===== config.mk =====
export PLATFORM = sky130hd
export DESIGN_NAME = lfsr_sequence_controller
export DESIGN_NICKNAME = d
export VERILOG_FILES = /design/src/rtl/lfsr_sequence_controller.sv
export SDC_FILE = /design/constraint.sdc
export NUM_CORES = 1
export LEC_CHECK = 0
export ABC_CLOCK_PERIOD_IN_PS = 6800
export CORE_ASPECT_RATIO = 1.2
export CORE_UTILIZATION = 52
export CTS_CLUSTER_SIZE = 30
export DETAILED_ROUTE_END_ITERATION = 10
export GPL_TIMING_DRIVEN = 1
export MAX_ROUTING_LAYER = met4
export PLACE_DENSITY = 0.8
export SLEW_MARGIN = 20
export SYNTH_ARGS = -nofsm -noshare
export SYNTH_HDL_FRONTEND = slang
export SYNTH_SLANG_ARGS = --single-unit
export TNS_END_PERCENT = 50

===== constraint.sdc =====
create_clock -name clk -period 6.8 [get_ports clk]
set_clock_uncertainty 0.05 [all_clocks]
set_input_delay 2.04 -clock clk [delete_from_list [all_inputs] [get_ports clk]]
set_output_delay 2.04 -clock clk [all_outputs]
set_load 0.05 [all_outputs]

===== src/rtl/lfsr_sequence_controller.sv =====
`timescale 1ns/1ps
`default_nettype none
// ============================================================================
// Module   : lfsr_sequence_controller
// Summary  : Command sequencer for lfsr_fibonacci: program length/taps, reload
//            the seed, then step N times, free-run, or measure the period.
//            Optional macro KWR_LFSR_CTRL_TIMEOUT_EN: MEASURE ends with
//            TIMEOUT when the step counter reaches its maximum.
// Revision : 1.0 - initial release
// ============================================================================
module lfsr_sequence_controller #(
  parameter int               CNT_W = 16,
  parameter int               WIDTH = 8,
  parameter logic [WIDTH-1:0] SEED  = {{(WIDTH-1){1'b0}}, 1'b1}
) (
  input  logic             clk,
  input  logic             rst,
  input  logic             i_cmd_valid,
  output logic             o_cmd_ready,
  input  logic [1:0]       i_cmd_op,
  input  logic [2:0]       i_cmd_length,
  input  logic             i_cmd_n_taps,
  input  logic [CNT_W-1:0] i_cmd_count,
  input  logic             i_abort,
  output logic [2:0]       o_lfsr_length,
  output logic             o_lfsr_n_taps,
  output logic             o_lfsr_load,
  output logic             o_lfsr_step,
  input  logic [WIDTH-1:0] i_lfsr_value,
  input  logic             i_lfsr_valid,
  output logic             o_res_valid,
  input  logic             i_res_ready,
  output logic [1:0]       o_res_status,
  output logic [CNT_W-1:0] o_res_count,
  output logic             o_busy
);

  localparam logic [2:0] c_IDLE    = 3'd0;
  localparam logic [2:0] c_CONFIG  = 3'd1;
  localparam logic [2:0] c_CHECK   = 3'd2;
  localparam logic [2:0] c_RUN     = 3'd3;
  localparam logic [2:0] c_MEASURE = 3'd4;
  localparam logic [2:0] c_FREE    = 3'd5;
  localparam logic [2:0] c_DONE    = 3'd6;

  localparam logic [1:0] c_OP_RUN     = 2'b00;
  localparam logic [1:0] c_OP_MEASURE = 2'b01;
  localparam logic [1:0] c_OP_FREE    = 2'b10;

  localparam logic [1:0] c_ST_OK      = 2'b00;
  localparam logic [1:0] c_ST_INVALID = 2'b01;
  localparam logic [1:0] c_ST_ABORTED = 2'b10;
`ifdef KWR_LFSR_CTRL_TIMEOUT_EN
  localparam logic [1:0] c_ST_TIMEOUT = 2'b11;
`endif

  localparam logic [CNT_W-1:0] c_CNT_MAX = '1;
  localparam logic [CNT_W-1:0] c_CNT_ONE = {{(CNT_W-1){1'b0}}, 1'b1};

  logic [2:0]       r_state;
  logic [1:0]       r_cmd_op;
  logic [2:0]       r_cmd_length;
  logic             r_cmd_n_taps;
  logic [CNT_W-1:0] r_cmd_count;
  logic [CNT_W-1:0] r_count;
  logic [2:0]       r_lfsr_length;
  logic             r_lfsr_n_taps;
  logic [1:0]       r_res_status;
  logic [CNT_W-1:0] r_res_count;

  logic [2:0]       w_next_state;
  logic             w_accept;
  logic             w_step;
  logic             w_cnt_inc;
  logic             w_finish;
  logic [1:0]       w_fin_status;
  logic [CNT_W-1:0] w_fin_count;

  assign w_accept = i_cmd_valid && (r_state == c_IDLE);

  always_comb begin
    w_next_state = r_state;
    w_step       = 1'b0;
    w_cnt_inc    = 1'b0;
    w_finish     = 1'b0;
    w_fin_status = c_ST_OK;
    w_fin_count  = r_count;
    case (r_state)
      c_IDLE: begin
        if (w_accept) w_next_state = c_CONFIG;
      end
      c_CONFIG: begin
        w_next_state = c_CHECK;
      end
      c_CHECK: begin
        w_fin_count = '0;
        if (i_abort) begin
          w_finish     = 1'b1;
          w_fin_status = c_ST_ABORTED;
        end else if (!i_lfsr_valid) begin
          w_finish     = 1'b1;
          w_fin_status = c_ST_INVALID;
        end else begin
          case (r_cmd_op)
            c_OP_RUN:     w_next_state = c_RUN;
            c_OP_MEASURE: w_next_state = c_MEASURE;
            c_OP_FREE:    w_next_state = c_FREE;
            default: begin
              w_finish     = 1'b1;
              w_fin_status = c_ST_INVALID;
            end
          endcase
        end
      end
      c_RUN: begin
        if (i_abort) begin
          w_finish     = 1'b1;
          w_fin_status = c_ST_ABORTED;
        end else if (r_count == r_cmd_count) begin
          w_finish = 1'b1;
        end else begin
          w_step    = 1'b1;
          w_cnt_inc = 1'b1;
        end
      end
      c_MEASURE: begin
        // The seed is present on entry with zero steps; only a revisit ends the measurement.
        if (i_abort) begin
          w_finish     = 1'b1;
          w_fin_status = c_ST_ABORTED;
        end else if ((i_lfsr_value == SEED) && (r_count != '0)) begin
          w_finish = 1'b1;
`ifdef KWR_LFSR_CTRL_TIMEOUT_EN
        end else if (r_count == c_CNT_MAX) begin
          w_finish     = 1'b1;
          w_fin_status = c_ST_TIMEOUT;
`endif
        end else begin
          w_step    = 1'b1;
          w_cnt_inc = 1'b1;
        end
      end
      c_FREE: begin
        if (i_abort) begin
          w_finish     = 1'b1;
          w_fin_status = c_ST_ABORTED;
        end else begin
          w_step    = 1'b1;
          w_cnt_inc = 1'b1;
        end
      end
      c_DONE: begin
        if (i_res_ready) w_next_state = c_IDLE;
      end
      default: begin
        w_next_state = c_IDLE;
      end
    endcase
    if (w_finish) w_next_state = c_DONE;
  end

  always_ff @(posedge clk or posedge rst) begin
    if (rst) begin
      r_state       <= c_IDLE;
      r_cmd_op      <= 2'b00;
      r_cmd_length  <= 3'd0;
      r_cmd_n_taps  <= 1'b0;
      r_cmd_count   <= '0;
      r_count       <= '0;
      r_lfsr_length <= 3'd0;
      r_lfsr_n_taps <= 1'b0;
      r_res_status  <= c_ST_OK;
      r_res_count   <= '0;
    end else begin
      r_state <= w_next_state;
      if (w_accept) begin
        r_cmd_op     <= i_cmd_op;
        r_cmd_length <= i_cmd_length;
        r_cmd_n_taps <= i_cmd_n_taps;
        r_cmd_count  <= i_cmd_count;
        r_count      <= '0;
      end else if (w_cnt_inc && (r_count != c_CNT_MAX)) begin
        r_count <= r_count + c_CNT_ONE;
      end
      if (r_state == c_CONFIG) begin
        r_lfsr_length <= r_cmd_length;
        r_lfsr_n_taps <= r_cmd_n_taps;
      end
      if (w_finish) begin
        r_res_status <= w_fin_status;
        r_res_count  <= w_fin_count;
      end
    end
  end

  assign o_cmd_ready   = (r_state == c_IDLE);
  assign o_busy        = (r_state != c_IDLE);
  assign o_lfsr_load   = (r_state == c_CONFIG);
  assign o_lfsr_step   = w_step;
  assign o_lfsr_length = r_lfsr_length;
  assign o_lfsr_n_taps = r_lfsr_n_taps;
  assign o_res_valid   = (r_state == c_DONE);
  assign o_res_status  = r_res_status;
  assign o_res_count   = r_res_count;

endmodule
`default_nettype wire

==> results.yml <==
run_status:
  status: "finished, final reports clean"
layout:
  area.growth.synth_to_final_pct: 22.7
  drive_above_1_share_pct: 7.87
  final_common_cell: "nand2_1"
  layout_common_cells: "76 x nand2_1, 63 x dfrtp_1, 61 x clkdlybuf4s50_1"
  design_area_mm2: 0.00405
  diodes: 0
  fin_nets: 431
  fin_cells: 476
synthesis:
  synth.distinct_cells: 47
  synth-seq-area-share_pct: 47.8
  synth_edf_count: 0
  ys_async_sr_fraction_pct: 100
  synth_ff_type: "dfrtp_1"
  ys_ff_latch: 63
  syn_area_mm2: 0.00330
  syn_inst: 340
  synth_warnings: 0
  syn_area_per_cell_um2: 9.70
  synth_nets: 382
pwr:
  max-vdd-ir-drop_uv: 241
  total_leakage_power_uw: 0.00176
  p_per_area_mw_per_mm2: 395
cts:
  cts_num_sinks: 63
  cts_tree: "done"
  clk_pin_slew_worst_paths_ps: 60
  post_cts_resized: 0
  numCtsBuffers: 9
  insertion_delay_ps: 340
  post_cts_buffers: 0
  clock_path_buffers: 2
  cts_hold_buf: 0
  cts_htree_levels: 3
  cts-root-buf: "clkbuf_8"
placed_design:
  placed_area_mm2: 0.00387
  dp_hpwl_um: 5020
  port-buffer-count: 62
  placed_cells: 460
  gp_congestion: 0.901
routing:
  wire_per_inst_um: 15.5
  ant_nets: 0
  remaining_drc_errors: 0
  dr.pass1.iters: 4
  drt_iter0_markers: 225
  drt_wl_total_um: 7370
  vias_per_cell: 5.69
  vias: 2709
global_route:
  grt_pass1_wl_um: 12100
  grt_overflow_total: 0
  grt_usage_pct: 25.3
  grt_pass1_vias: 2544
  antenna_found_initial: 0
  grt_max_degree: 64
setup_path:
  required_ps: 4710
  arrival_ps: 3650
  critPathLaunchType: "input pin"
  regToRegSetupSlack_ps: 4150
  path_max_fanout: 5
  r2r_end: "r_state[1]"
  worstReg2RegStart: "r_count[0]"
  end_kind: "primary output"
  worstSetupPathType: "in -> out"
  reg2reg_depth: 8
  setup.worst_path.end: "o_lfsr_step"
  crit_start: "i_lfsr_value[5]"
timing:
  rsz0062_at_grt: "no"
  worstMarginPinSlew_ps: 864
  setup_viol: 0
  fin_crit_ps: 5740
  setup_tns_ps: 0
  hold_violations: 0
  drv_slew: 0
  max_freq_mhz: 174
  relSlewSlack_pct: 42.2
  min_period_over_period_pct: 84.4
floorplanning:
  initial_core_util_pct: 54.2
  dieArea_mm2: 0.00667
  core_mm2: 0.00609
  io_pins: 63
  core.rowCount: 31
  die_w_um: 74.7
  die_y_um: 89.2
run:
  max-cap-violations: 0
hold_path:
  hold_path.class: "reg -> reg"
[cell usage after synthesis, drive strengths merged, types with 3 or more instances]
master	n	area (um2)
and4	3	28.8
nand3	7	35.0
inv	12	45.1
a21oi	17	85.1
and3	5	36.3
o31ai	8	73.8
or4	10	75.1
buf	16	126
nor3b	3	22.5
dfrtp	63	1580
ha	6	75.1
nor2	6	22.5
nor4	5	46.3
nor3	9	45.0
mux2i	6	60.1
clkbuf	10	37.5
a22o	15	131
nand4	14	87.6
nand2b	4	25.0
xnor2	16	140
nand2	76	285
mux2	4	45.0
o21ai	7	35.0
[cell type report]
| cell class | instances | area [um2] |
|---|---|---|
| repair buffers | 64 | 633 |
| well taps | 82 | 103 |
| flip-flops and latches | 63 | 1580 |
| fillers | 511 | 2040 |
| inverters | 12 | 45.0 |
| clock inverters | 3 | 17.5 |
| multi-input cells | 239 | 1510 |
| clock buffers | 13 | 159 |
[logic make-up (layout without fill, tap and decap cells)]
group                    count (synthesis)  count (layout)  share of synthesized area, %
AO/OA/AOI/OAI                           61              61                          13.8
XOR/XNOR                                16              16                          4.25
adder cells (fa/ha/maj)                  6               6                          2.28
buffers and inverters                   38              92                          6.34
flip-flops                              63              63                          47.8
multiplexers                            10              10                          3.19
AND/OR/NAND/NOR                        146             146                          22.3
[per-layer routing]
metal | track usage [%] | up-vias | wire length, um
li1 | - | 1298 | -
met1 | 32.6 | 1298 | 3090
met2 | 38.2 | 95 | 3680
met3 | 5.86 | 18 | 400
met4 | 10.6 | 0 | 193
met5 | - | - | 0
[sequential cells by signal, indices dropped and copies added, names as in the netlist]
signal	flops
o_res_count	16
r_cmd_count	16
r_count	16
o_lfsr_length	3
r_cmd_length	3
r_state	3
o_res_status	2
r_cmd_op	2
o_lfsr_n_taps	1
r_cmd_n_taps	1
[power by group]
group	leakage, uW	internal (uW)	switching, uW	total (uW)
clock	0.0000894	151	137	288
sequential	0.000830	491	128	619
combinational	0.000838	266	429	694
[how the worst min path moves through the flow]
stage,cells past startpoint,slack (ps),startpoint,endpoint
6_report,2,420,r_cmd_length[2],r_cmd_length[2]
5_1_grt,2,460,r_cmd_n_taps,r_cmd_n_taps
4_1_cts,2,420,r_cmd_length[2],r_cmd_length[2]
3_5_place_dp,2,410,r_cmd_length[2],r_cmd_length[2]
3_3_place_gp,2,410,r_cmd_length[1],r_cmd_length[1]
2_1_floorplan,2,390,r_cmd_length[0],r_cmd_length[0]
[critical path: stages]
cell	delay (ps)
clkdlybuf4s50_1	400
nor4_1	420
a41oi_2	220
a2bb2oi_2	270
inv_2	100
buf_4	200
[through the flow]
step / utilization [%] / total power, uW / setup WS, ps / hold WS, ps
CTS: 66.4 / 1610 / 1060 / 425
finish: 66.5 / 1600 / 1060 / 418
floorplan: - / 1130 / 1590 / 390
global placement: 63.6 / 1300 / 1090 / 405
global route: 66.5 / 1710 / 981 / 461
detailed placement: 63.6 / 1310 / 1070 / 409
Note: power is estimated with default switching activity, not from simulation.
